<file path="src/rtl/imem_loader.sv">
// Instruction-memory loader: packs a big-endian byte stream into 32-bit words and writes them
// from address 0 upward, holding the CPU frozen until the load completes.
module imem_loader #(
    parameter int unsigned ADDR_W    = 8,
    parameter int unsigned MAX_WORDS = 256
) (
    input  logic            clk,
    input  logic            rst_n,
    input  logic            start_i,
    input  logic [ADDR_W:0] word_count_i,
    input  logic            byte_valid_i,
    input  logic [7:0]      byte_data_i,
    output logic            byte_ready_o,
    output logic            mem_we_o,
    output logic [31:0]     mem_addr_o,
    output logic [31:0]     mem_wdata_o,
    output logic            cpu_hold_o,
    output logic            busy_o,
    output logic            done_o,
    output logic            err_o
);

    typedef enum logic [1:0] {StIdle, StCollect, StWrite, StDone} state_e;

    localparam logic [ADDR_W:0]   MaxCnt = (ADDR_W + 1)'(MAX_WORDS);
    localparam logic [ADDR_W:0]   CntOne = (ADDR_W + 1)'(1);
    localparam logic [ADDR_W-1:0] IdxOne = ADDR_W'(1);

    state_e            state_q;
    logic [ADDR_W:0]   count_q;
    logic [ADDR_W-1:0] word_idx_q;
    logic [1:0]        byte_cnt_q;
    logic [31:0]       shift_q;
    logic              byte_ready_q;
    logic              mem_we_q;
    logic [31:0]       mem_addr_q;
    logic [31:0]       mem_wdata_q;
    logic              cpu_hold_q;
    logic              busy_q;
    logic              done_q;
    logic              err_q;

    logic start_ok;
    logic last_word;

    assign start_ok  = (word_count_i != '0) && (word_count_i <= MaxCnt);
    assign last_word = ({1'b0, word_idx_q} == (count_q - CntOne));

    // Outputs are registered alongside the state so mem_we is glitch-free.
    always_ff @(posedge clk or negedge rst_n) begin
        if (!rst_n) begin
            state_q      <= StIdle;
            count_q      <= '0;
            word_idx_q   <= '0;
            byte_cnt_q   <= '0;
            shift_q      <= '0;
            byte_ready_q <= 1'b0;
            mem_we_q     <= 1'b0;
            mem_addr_q   <= '0;
            mem_wdata_q  <= '0;
            cpu_hold_q   <= 1'b0;
            busy_q       <= 1'b0;
            done_q       <= 1'b0;
            err_q        <= 1'b0;
        end else begin
            mem_we_q <= 1'b0;
            done_q   <= 1'b0;
            unique case (state_q)
                StIdle: begin
                    if (start_i) begin
                        if (start_ok) begin
                            count_q      <= word_count_i;
                            word_idx_q   <= '0;
                            byte_cnt_q   <= '0;
                            err_q        <= 1'b0;
                            state_q      <= StCollect;
                            byte_ready_q <= 1'b1;
                            cpu_hold_q   <= 1'b1;
                            busy_q       <= 1'b1;
                        end else begin
                            err_q <= 1'b1;
                        end
                    end
                end
                StCollect: begin
                    // byte_ready is high throughout this state, so valid alone is a transfer.
                    if (byte_valid_i) begin
                        shift_q    <= {shift_q[23:0], byte_data_i};
                        byte_cnt_q <= byte_cnt_q + 2'd1;
                        if (byte_cnt_q == 2'd3) begin
                            state_q      <= StWrite;
                            byte_ready_q <= 1'b0;
                            mem_we_q     <= 1'b1;
                            mem_addr_q   <= {{(30 - ADDR_W){1'b0}}, word_idx_q, 2'b00};
                            mem_wdata_q  <= {shift_q[23:0], byte_data_i};
                        end
                    end
                end
                StWrite: begin
                    if (last_word) begin
                        state_q <= StDone;
                        done_q  <= 1'b1;
                    end else begin
                        word_idx_q   <= word_idx_q + IdxOne;
                        byte_cnt_q   <= '0;
                        state_q      <= StCollect;
                        byte_ready_q <= 1'b1;
                    end
                end
                StDone: begin
                    state_q    <= StIdle;
                    cpu_hold_q <= 1'b0;
                    busy_q     <= 1'b0;
                end
            endcase
            if (start_i && (state_q != StIdle)) begin
                err_q <= 1'b1;
            end
        end
    end

    assign byte_ready_o = byte_ready_q;
    assign mem_we_o     = mem_we_q;
    assign mem_addr_o   = mem_addr_q;
    assign mem_wdata_o  = mem_wdata_q;
    assign cpu_hold_o   = cpu_hold_q;
    assign busy_o       = busy_q;
    assign done_o       = done_q;
    assign err_o        = err_q;

endmodule

</file>
<file path="config.mk">
export PLATFORM = sky130hd
export DESIGN_NAME = imem_loader
export DESIGN_NICKNAME = d
export VERILOG_FILES = /design/src/rtl/imem_loader.sv
export SDC_FILE = /design/constraint.sdc
export NUM_CORES = 1
export LEC_CHECK = 0
export ABC_AREA = 1
export CELL_PAD_IN_SITES_DETAIL_PLACEMENT = 1
export CELL_PAD_IN_SITES_GLOBAL_PLACEMENT = 2
export CORE_MARGIN = 2
export CORE_UTILIZATION = 30
export DETAILED_ROUTE_END_ITERATION = 8
export PLACE_DENSITY_LB_ADDON = 0.1
export SLEW_MARGIN = 20
export SYNTH_ARGS = -nofsm -noshare
export SYNTH_HDL_FRONTEND = slang
export SYNTH_SLANG_ARGS = --single-unit
</file>
<file path="constraint.sdc">
create_clock -name clk -period 1.85 [get_ports clk]
set_input_delay 0.2775 -clock clk [delete_from_list [all_inputs] [get_ports clk]]
set_output_delay 0.2775 -clock clk [all_outputs]
set_load 0.02 [all_outputs]
</file>
# --- Word level (Yosys, flattened, before mapping) ---
# Index checks and enable logic that the tools add are counted.
# W data, S select, Z words.
word_totals:
  ff_bits: 90
  inputBits: 21
  output_inout_bits: 70
  elab_cells: 76
op_classes:
  addsub: 3
  n_lt_le_gt_ge: 1
  eq_ne: 10
  mux: 31
  n_reduce_logical: 19
ops:
  columns: ["operator", "count"]
  rows:
  - ["$mux W8", 3]
  - ["$mux W2", 9]
  - ["$pmux W8 S2", 1]
  - ["$mux W1", 14]
  - ["$ne A2 B2 Y1 const B", 5]
  - ["$reduce_bool A2 Y1", 5]
  - ["$eq A8 B9 Y1", 1]
  - ["$le A9 B9 Y1 const B", 1]
  - ["$reduce_and A3 Y1", 3]
  - ["$reduce_bool A9 Y1", 1]
  - ["$sub A9 B1 Y9 const B", 1]
  - ["$add A8 B1 Y8 const B", 1]
  - ["$pmux W2 S4", 1]
  - ["$reduce_and A4 Y1", 2]
  - ["$eq A2 B2 Y1 const B", 3]
  - ["$pmux W2 S3", 1]
  - ["$reduce_and A6 Y1", 1]
  - ["$reduce_and A5 Y1", 1]
  - ["$reduce_and A2 Y1", 2]
  - ["$pmux W1 S3", 1]
  - ["$reduce_bool A3 Y1", 1]
  - ["$add A2 B1 Y2 const B", 1]
  - ["$eq A2 B1 Y1 const B", 1]
  - ["$logic_and A1 B1 Y1", 2]
  - ["other kinds (2)", 2]

# --- Depth between registers and ports, before layout ---
# Gate-level depths: netlist of the first run.
depth:
  word_depth: 6
  ltp_mapped: 14
  depth_no_buf: 13

# --- Least setup slack after synthesis of the first run ---
# Ideal clock, no wire load.
synth_timing:
  kind: "register to register"
  start: "register count_q[0]"
  end: "register word_idx_q[4]"
  setup_time_ns: 0.126
  arrival_ns: 1.540
  required_ns: 1.724
  path_slack_ns: 0.184
  stages_incl_launch_ff: 13
  path_buffers: 1
  synth_period_minus_slack_ns: 1.666
  path_cell_list: "dfrtp_1 -> inv_1 -> ha_1 -> nand2_1 -> nor2_1 -> nand3_1 -> nand2_1 -> nand2_1 -> nor2_1 -> nand2_1 -> nand2_2 -> buf_6 -> o21ai_0"
synth_via:
  elab_chain_len: 4
synth_rtl:
  columns: ["element", "line", "rtl"]
  rows:
  - ["start, declared", "30", "logic [ADDR_W:0] count_q;"]
  - ["start signal, assigned", "72", "count_q <= word_count_i;"]
  - ["$sub A9 B1 Y9", "47", "assign last_word = ({1'b0, word_idx_q} == (count_q - CntOne));"]
  - ["$eq A8 B9 Y1", "47", null]
  - ["$ne A2 B2 Y1 (no line)", null, null]
  - ["$reduce_and A4 Y1 (no line)", null, null]
  - ["end signal, assigned", "104", "word_idx_q <= word_idx_q + IdxOne;"]
  - ["end, declared", "31", "logic [ADDR_W-1:0] word_idx_q;"]
# No other way between the ends.
# A chain may end at the register's enable or synchronous reset.

# --- Worst setup path after layout of the first run ---
layout_timing:
  start: "register count_q[0]"
  end: "register word_idx_q[0]"
# Same word-level chain as after synthesis.

==> metrics.md, run 1 <==
| Metric | Value |
|---|---|
| Status | `complete, no violations` |
| Cells after synthesis | `482` |
| Synthesized flop and latch total | `90` |
| Largest family of logic cells by synthesized area | `simple AND/OR/NAND/NOR gates` |
| Critical path type | `register to register` |
| Top cell type by total area after synthesis | `dfrtp_1` |
| Routed met2 length | `about 5.0 mm` |
| Main synth FF type | `dfrtp_1` |
| Core Box Area | `around 14000 um2` |
| Bufs on Longest Clock Path | `2` |
| Skew-Pair Late Insertion Delay | `approximately 340 ps` |
| Post-route clock period utilization | `between 90% and 100%` |
| RSZ-0062 raised after global routing | `true` |
| Top routing layer in use | `met4` |
| IO Count | `between 90 and 100` |
| Worst-path clk slew | `60 ps` |
| Crit path arrival time | `around 2000 ps` |
| Met3 WL | `about 370 um` |
| Chip width | `~120 um` |
| Final Max Tran Viols | `0` |
| PortBufs | `66` |
| Largest fanout on the critical path | `3` |
| Dpl hpwl | `around 7.3 mm` |
| Power density over cell area | `roughly 1600 nW/um2` |
| Top post-synthesis cells by count | `nand2_1, dfrtp_1, inv_1, o21ai_0, nor2_1` |
| Iter 0 DRT Violations | `around 100` |
| Worst setup skew after layout | `just over 4 ps` |
| Yosys cell types | `31` |
| Share of layout cells above drive strength 1 | `between 10% and 20%` |
| HP Class | `primary input to async pin` |
| Vias per cell | `~4.4` |
| Rows | `43` |
| Simple-gate share of the synthesized area | `approximately 22%` |
| Synth warn | `0` |
| Largest net degree at the start of global routing | `50` |
| Final hold viol count | `0` |
| Routed vias | `3290` |
| Endpoints failing setup | `0` |
| Synth async-reset ratio | `100.0%` |
| Slowest stage cell on the critical path | `dfrtp_1` |
| Detail Route Antenna Nets | `0` |
| Top cells by area, synth | `dfrtp_1, nand2_1, buf_4` |
| Initial antenna violation count | `0` |
| Register area share after synthesis | `roughly 54%` |
| Synth top area share | `a little over half` |
| Total power | `around 8800 uW` |
| Max rail drop VDD | `between 500 and 600 uV` |
| R2r setup slk | `around 110 ps` |
| Inserted Diodes | `0` |
| Critical Path RT | `roughly 2100 ps` |
| Crit path launch type | `register` |
| Post-detailed-routing wire length | `approximately 9.8 mm` |
| Most used cell, CP | `nor2_1` |
| Fin util | `about two fifths` |
| Initial core utilization | `a little under a third` |
| Synthesized area | `around 4200 um2` |
| Fin crit period | `around 1700 ps` |
| Gpl congestion | `0.7706` |
| Met1 WL | `4.343 mm` |
| Max Freq | `~0.58 GHz` |
| Htree depth | `3` |
| Total gr overflow | `0` |
| Adder-cell share of the synthesized area | `less than 1%` |
| Die Area | `roughly 15000 um2` |
| XOR/XNOR share of the synthesized area | `1.467%` |
| Max cap viols | `0` |
| Lkg Pwr | `0.002628 uW` |
| EDFF count, synth | `0` |
| Worst-path cell chain | `inv_2 -> ha_4 -> xor2_1 -> nand3_1 -> nor2_1 -> nand2_1 -> nor2_4 -> nand2_2 -> buf_4 -> a21oi_1 -> nor2_1` |
| RR Endpoint | `word_idx_q[0]$_DFFE_PN0P_` |
| Clock sinks | `90` |
| Delay of the slowest cell on the worst path | `about 360 ps` |
| Drt drc | `0` |
| Count of TritonRoute iterations in the first routing pass | `4` |
| Wire per inst | `roughly 13 um` |
| Cell with the most instances after synthesis | `nand2_1` |
| Final Net Count | `around 600` |
| Vias in the first global route | `around 3400` |
| Crit path capture type | `register` |
| Area Overhead vs Synth | `30.87%` |
| CTS Buf Count | `9` |
| Avg Synthesized Cell Area | `between 8 and 9 um2` |
| Clk root buf | `clkbuf_16` |
| Post-synthesis compound-gate area fraction | `between 10 and 15%` |
| CTS tree | `yes` |
| Worst r2r src | `count_q[0]$_DFFE_PN0P_` |
| Die extent in y | `122.0 um` |
| First-pass GRT wire length | `about 16 mm` |
| Mux contribution to synthesized area | `less than 1%` |
| R2r worst-path depth | `11` |
| Gr usage total | `between 10 and 15%` |
[worst max-delay path: cells and delay by family (launching register included)]
kind,cells,cell delay (ps)
buffers and inverters,2,200
adder cells (fa/ha/maj),1,260
flip-flops,1,360
AND/OR/NAND/NOR,6,560
XOR/XNOR,1,130
AO/OA/AOI/OAI,1,110
[registers in the layout, summed over array words and instances, names as in the netlist]
| signal | flops |
|---|---|
| shift_q | 24 |
| mem_wdata_o | 32 |
| mem_addr_o | 8 |
| word_idx_q | 8 |
| byte_cnt_q | 2 |
| done_o | 1 |
| byte_ready_o | 1 |
| busy_o | 1 |
| mem_we_o | 1 |
| count_q | 9 |
| err_o | 1 |
| state_q | 2 |
[routing by layer]
layer / up-vias / GRT usage [%]
met1: 1577 / 17.31
met2: 65 / 24.90
met3: 10 / 2.528
met5: - / 0
met4: 0 / 5.819
li1: 1638 / -
[stage by stage]
stage / cell area (um2) / cells / hold slack [ps] / TNS (ps) / setup WS (ps)
finish: 5469 / 756 / 432.4 / 0 / 113.1
global route: 5469 / 756 / 479.2 / -32.28 / -18.95
detailed placement: 5100 / 738 / 269.1 / -1436 / -171.9
global placement: 5100 / 738 / 275.4 / -952.6 / -121.0
CTS: 5425 / 755 / 453.7 / 0 / 6.177
floorplan: 4265 / 505 / -18.09 / 0 / 184.1
[logic make-up (layout without fill, tap and decap cells)]
| family | count (synthesis) | after routing |
|---|---|---|
| buffers and inverters | 85 | 155 |
| xor gates and xnor gates | 7 | 7 |
| muxes | 1 | 1 |
| adders and majority gates | 3 | 3 |
| other | 1 | 24 |
| and+or+nand+nor | 222 | 223 |
| DFF | 90 | 90 |
| AOI/OAI and AO/OA | 73 | 73 |
[report_power, final]
group	internal [uW]	switching (uW)	total (uW)
Sequential	2810	508	3310
Combinational	1590	2080	3670
Clock	1090	765	1850
Total	5480	3360	8840
[how the worst max path moves through the flow]
stage / endpoint / slack, ps / startpoint
2_1_floorplan: word_idx_q[4]$_DFFE_PN0P_ / 180 / count_q[0]$_DFFE_PN0P_
3_3_place_gp: word_idx_q[3]$_DFFE_PN0P_ / -120 / word_count_i[7]
3_5_place_dp: word_idx_q[2]$_DFFE_PN0P_ / -170 / word_count_i[7]
4_1_cts: word_idx_q[0]$_DFFE_PN0P_ / 6 / count_q[0]$_DFFE_PN0P_
5_1_grt: word_idx_q[0]$_DFFE_PN0P_ / -20 / count_q[0]$_DFFE_PN0P_
6_report: word_idx_q[0]$_DFFE_PN0P_ / 110 / count_q[0]$_DFFE_PN0P_
[area by class of cell]
type	count	area, um2
tap	180	225.2
fill	1625	8250
multi-input combinational	331	1598
clock inverter	6	66.31
inverter	46	175.2
sequential	90	2252
timing repair buffer	93	913.4
clock buffer	10	239.0
[what timing repair did]
| action | 4_1_cts | 5_1_grt |
|---|---|---|
| hold buffers | 1 | 0 |
| cloned | 0 | 1 |
| pin swaps | 0 | 4 |
| setup buffers | 0 | 0 |
| hold endpoints to repair | 31 | 0 |
| endpoints found under the setup margin | 12 | 13 |
| resized for setup | 3 | 13 |
[placed cells by master (no fill, tap or decap), types with 2 or more instances in the layout]
master,n
nand2_1,161
dfrtp_1,90
clkdlybuf4s50_1,65
o21ai_0,37
inv_1,36
nor2_1,26
conb_1,24
buf_4,23
nand3_1,16
o21ai_2,15
a21oi_1,10
inv_2,9
clkbuf_16,9
o21ai_1,8
xor2_1,6
buf_12,4
nor2_2,3
nor2_4,3
nor3_1,3
or2_2,3
clkinv_4,3
nor2_8,2
nand2_2,2
ha_1,2
clkinv_2,2
(Power assumes the default switching activity.)
==> run 2: changes to the inputs <==
Settings changed: CAP_MARGIN from default to 25, CORE_UTILIZATION 30 to 25, DONT_BUFFER_PORTS from default to 1.
==> metrics.md, run 2 (same netlist as run 1, synthesis figures left out) <==
| Metric | Value |
|---|---|
| Status | `finished with violations` |
| Failing checks | `hold timing` |
| Worst-path cell chain | `inv_2 -> ha_4 -> nand3_1 -> nor2_1 -> xor2_1 -> nor2_4 -> nand2_2 -> nand2_4 -> nand2_1 -> o21ai_0` |
| Drt drc | `0` |
| Worst-path clk slew | `~60 ps` |
| Total power | `approximately 8000 uW` |
| Largest fanout on the critical path | `8` |
| Gr usage total | `about 12%` |
| IO Count | `91` |
| Comb pwr share | `27.0%` |
| Switching pwr | `3252 uW` |
| Crit path launch type | `register` |
| Min Hold Slack | `-369.3 ps` |
| Max Freq | `0.5945 GHz` |
| Clock Power Share | `between 20% and 30%` |
| Detail Route Antenna Nets | `0` |
| Final Max Tran Viols | `0` |
| Largest net degree at the start of global routing | `91` |
| Count of TritonRoute iterations in the first routing pass | `4` |
| Commonest cells after routing, fill and taps aside | `nand2_1, dfrtp_1, inv_1` |
| Htree depth | `3` |
| Initial antenna violation count | `0` |
| HP Class | `primary input to async pin` |
| Routed vias | `just under 3000` |
| Final Net Count | `515` |
| PortBufs | `0` |
| Crit path capture type | `register` |
| Final setup margin | `167.8 ps` |
| Total gr overflow | `0` |
| Setup_tns | `0 ps` |
| Iter 0 DRT Violations | `about 80` |
| Vias in the first global route | `roughly 3000` |
| Area Overhead vs Synth | `12.69%` |
| Setup Buffers After CTS | `0` |
| Delay of the slowest cell on the worst path | `roughly 400 ps` |
| Critical Path RT | `~2100 ps` |
| Clk root buf | `clkbuf_16` |
| Internal power | `4718 uW` |
| Bufs on Longest Clock Path | `2` |
| Clock sinks | `90` |
| Gpl congestion | `roughly 0.74` |
| Rows | `47` |
| Fin crit period | `roughly 1700 ps` |
| Crit path max-delay family | `simple AND/OR/NAND/NOR gates` |
| Worst setup skew after layout | `roughly 3.5 ps` |
| Pre-CTS setup slack | `-26.30 ps` |
| Crit path arrival time | `~1900 ps` |
| Chip width | `about 130 um` |
| Die Area | `17770 um2` |
| Core Box Area | `between 15000 and 20000 um2` |
| Final hold viol count | `90` |
| Skew-Pair Late Insertion Delay | `about 340 ps` |
| Post-route clock period utilization | `90.93%` |
| Die extent in y | `~130 um` |
| Inserted Diodes | `0` |
| Vias per cell | `4.147` |
| Wire per inst | `14.40 um` |
| Max cap viols | `0` |
| Max rail drop VDD | `585.1 uV` |
| Fin util | `roughly 29%` |
| Initial core utilization | `25.38%` |
| Power density over cell area | `roughly 1700 nW/um2` |
| Post-route insts no fill | `714` |
| First-pass GRT wire length | `roughly 17 mm` |
| Slowest stage cell on the critical path | `dfrtp_1` |
| CTS Buf Count | `9` |
| CP Buf/Inv Count | `1` |
| Share of layout cells above drive strength 1 | `13.36%` |
| Sw frac | `about 40%` |
| Endpoints failing setup | `0` |
| Max reg flops | `32` |
| Most common cell after layout, fill and taps aside | `nand2_1` |
| Critical path type | `register to register` |
| RSZ-0062 raised after global routing | `true` |
| CTS tree | `yes` |
| Dpl cells | `699` |
| Dpl hpwl | `approximately 7.4 mm` |
| Post-detailed-routing wire length | `between 10 and 15 mm` |
| Lkg Pwr | `roughly 0.0023 uW` |
| Sequential Power Share | `just under 50%` |
[run 2: path summary, 6_finish.rpt]
| kind | from | endpoint | cells past startpoint | slack (ps) |
|---|---|---|---|---|
| worst max-delay path | count_q[0]$_DFFE_PN0P_ | word_idx_q[6]$_DFFE_PN0P_ | 10 | 170 |
| max in group asynchronous | rst_n | count_q[4]$_DFFE_PN0P_ | 0 | 2090 |
| worst max register to register | count_q[0]$_DFFE_PN0P_ | word_idx_q[6]$_DFFE_PN0P_ | 10 | 170 |
| min in group clk | byte_data_i[5] | mem_wdata_o[5]$_DFFE_PN0P_ | 2 | 50 |
| worst min-delay path | rst_n | mem_wdata_o[23]$_DFFE_PN0P_ | 0 | -370 |
| worst min register to register | shift_q[21]$_DFFE_PN0P_ | mem_wdata_o[29]$_DFFE_PN0P_ | 2 | 490 |
[run 2: final cells by class]
| class | instances | area, um2 |
|---|---|---|
| Multi-Input combinational cell | 331 | 1603 |
| Sequential cell | 90 | 2252 |
| Timing Repair Buffer | 13 | 110.1 |
| Tap cell | 220 | 275.3 |
| Fill cell | 1983 | 11760 |
| Clock inverter | 2 | 37.54 |
| Clock buffer | 12 | 256.5 |
| Inverter | 46 | 175.2 |
[run 2: stage by stage]
step                      area (um2)  hold slack (ps)
after CTS                       4656           -384.9
final                           4710           -369.3
after floorplan                 4265           -18.09
after global routing            4710           -385.1
after detailed placement        4357           -14.57
after global placement          4357           -15.47
[run 2: power by group through the flow]
stage,clock [uW],sequential [uW],combinational [uW]
floorplan,0,3770,1680
global placement,0,4010,2070
detailed placement,0,4020,2110
CTS,1940,3990,2130
global route,2000,4080,2550
finish,1850,3960,2150
[run 2: repair_timing]
| action | in CTS | in global routing |
|---|---|---|
| resized for setup | 1 | 15 |
| hold endpoints to repair | 90 | 90 |
| pin swaps | 0 | 7 |
| endpoints found under the setup margin | 9 | 13 |
| cloned | 0 | 1 |
[run 2: layer usage]
metal  wire length [um]  GRT usage [%]  part of all wire, %  vias to the layer above
li1                   -              -                    -                     1480
met1               4435          14.46                   43                     1424
met2               5279          21.25                   51                       46
met3                387          2.473                  3.8                       11
met4                177          4.965                  1.7                        0
met5                  0              0                    0                        -
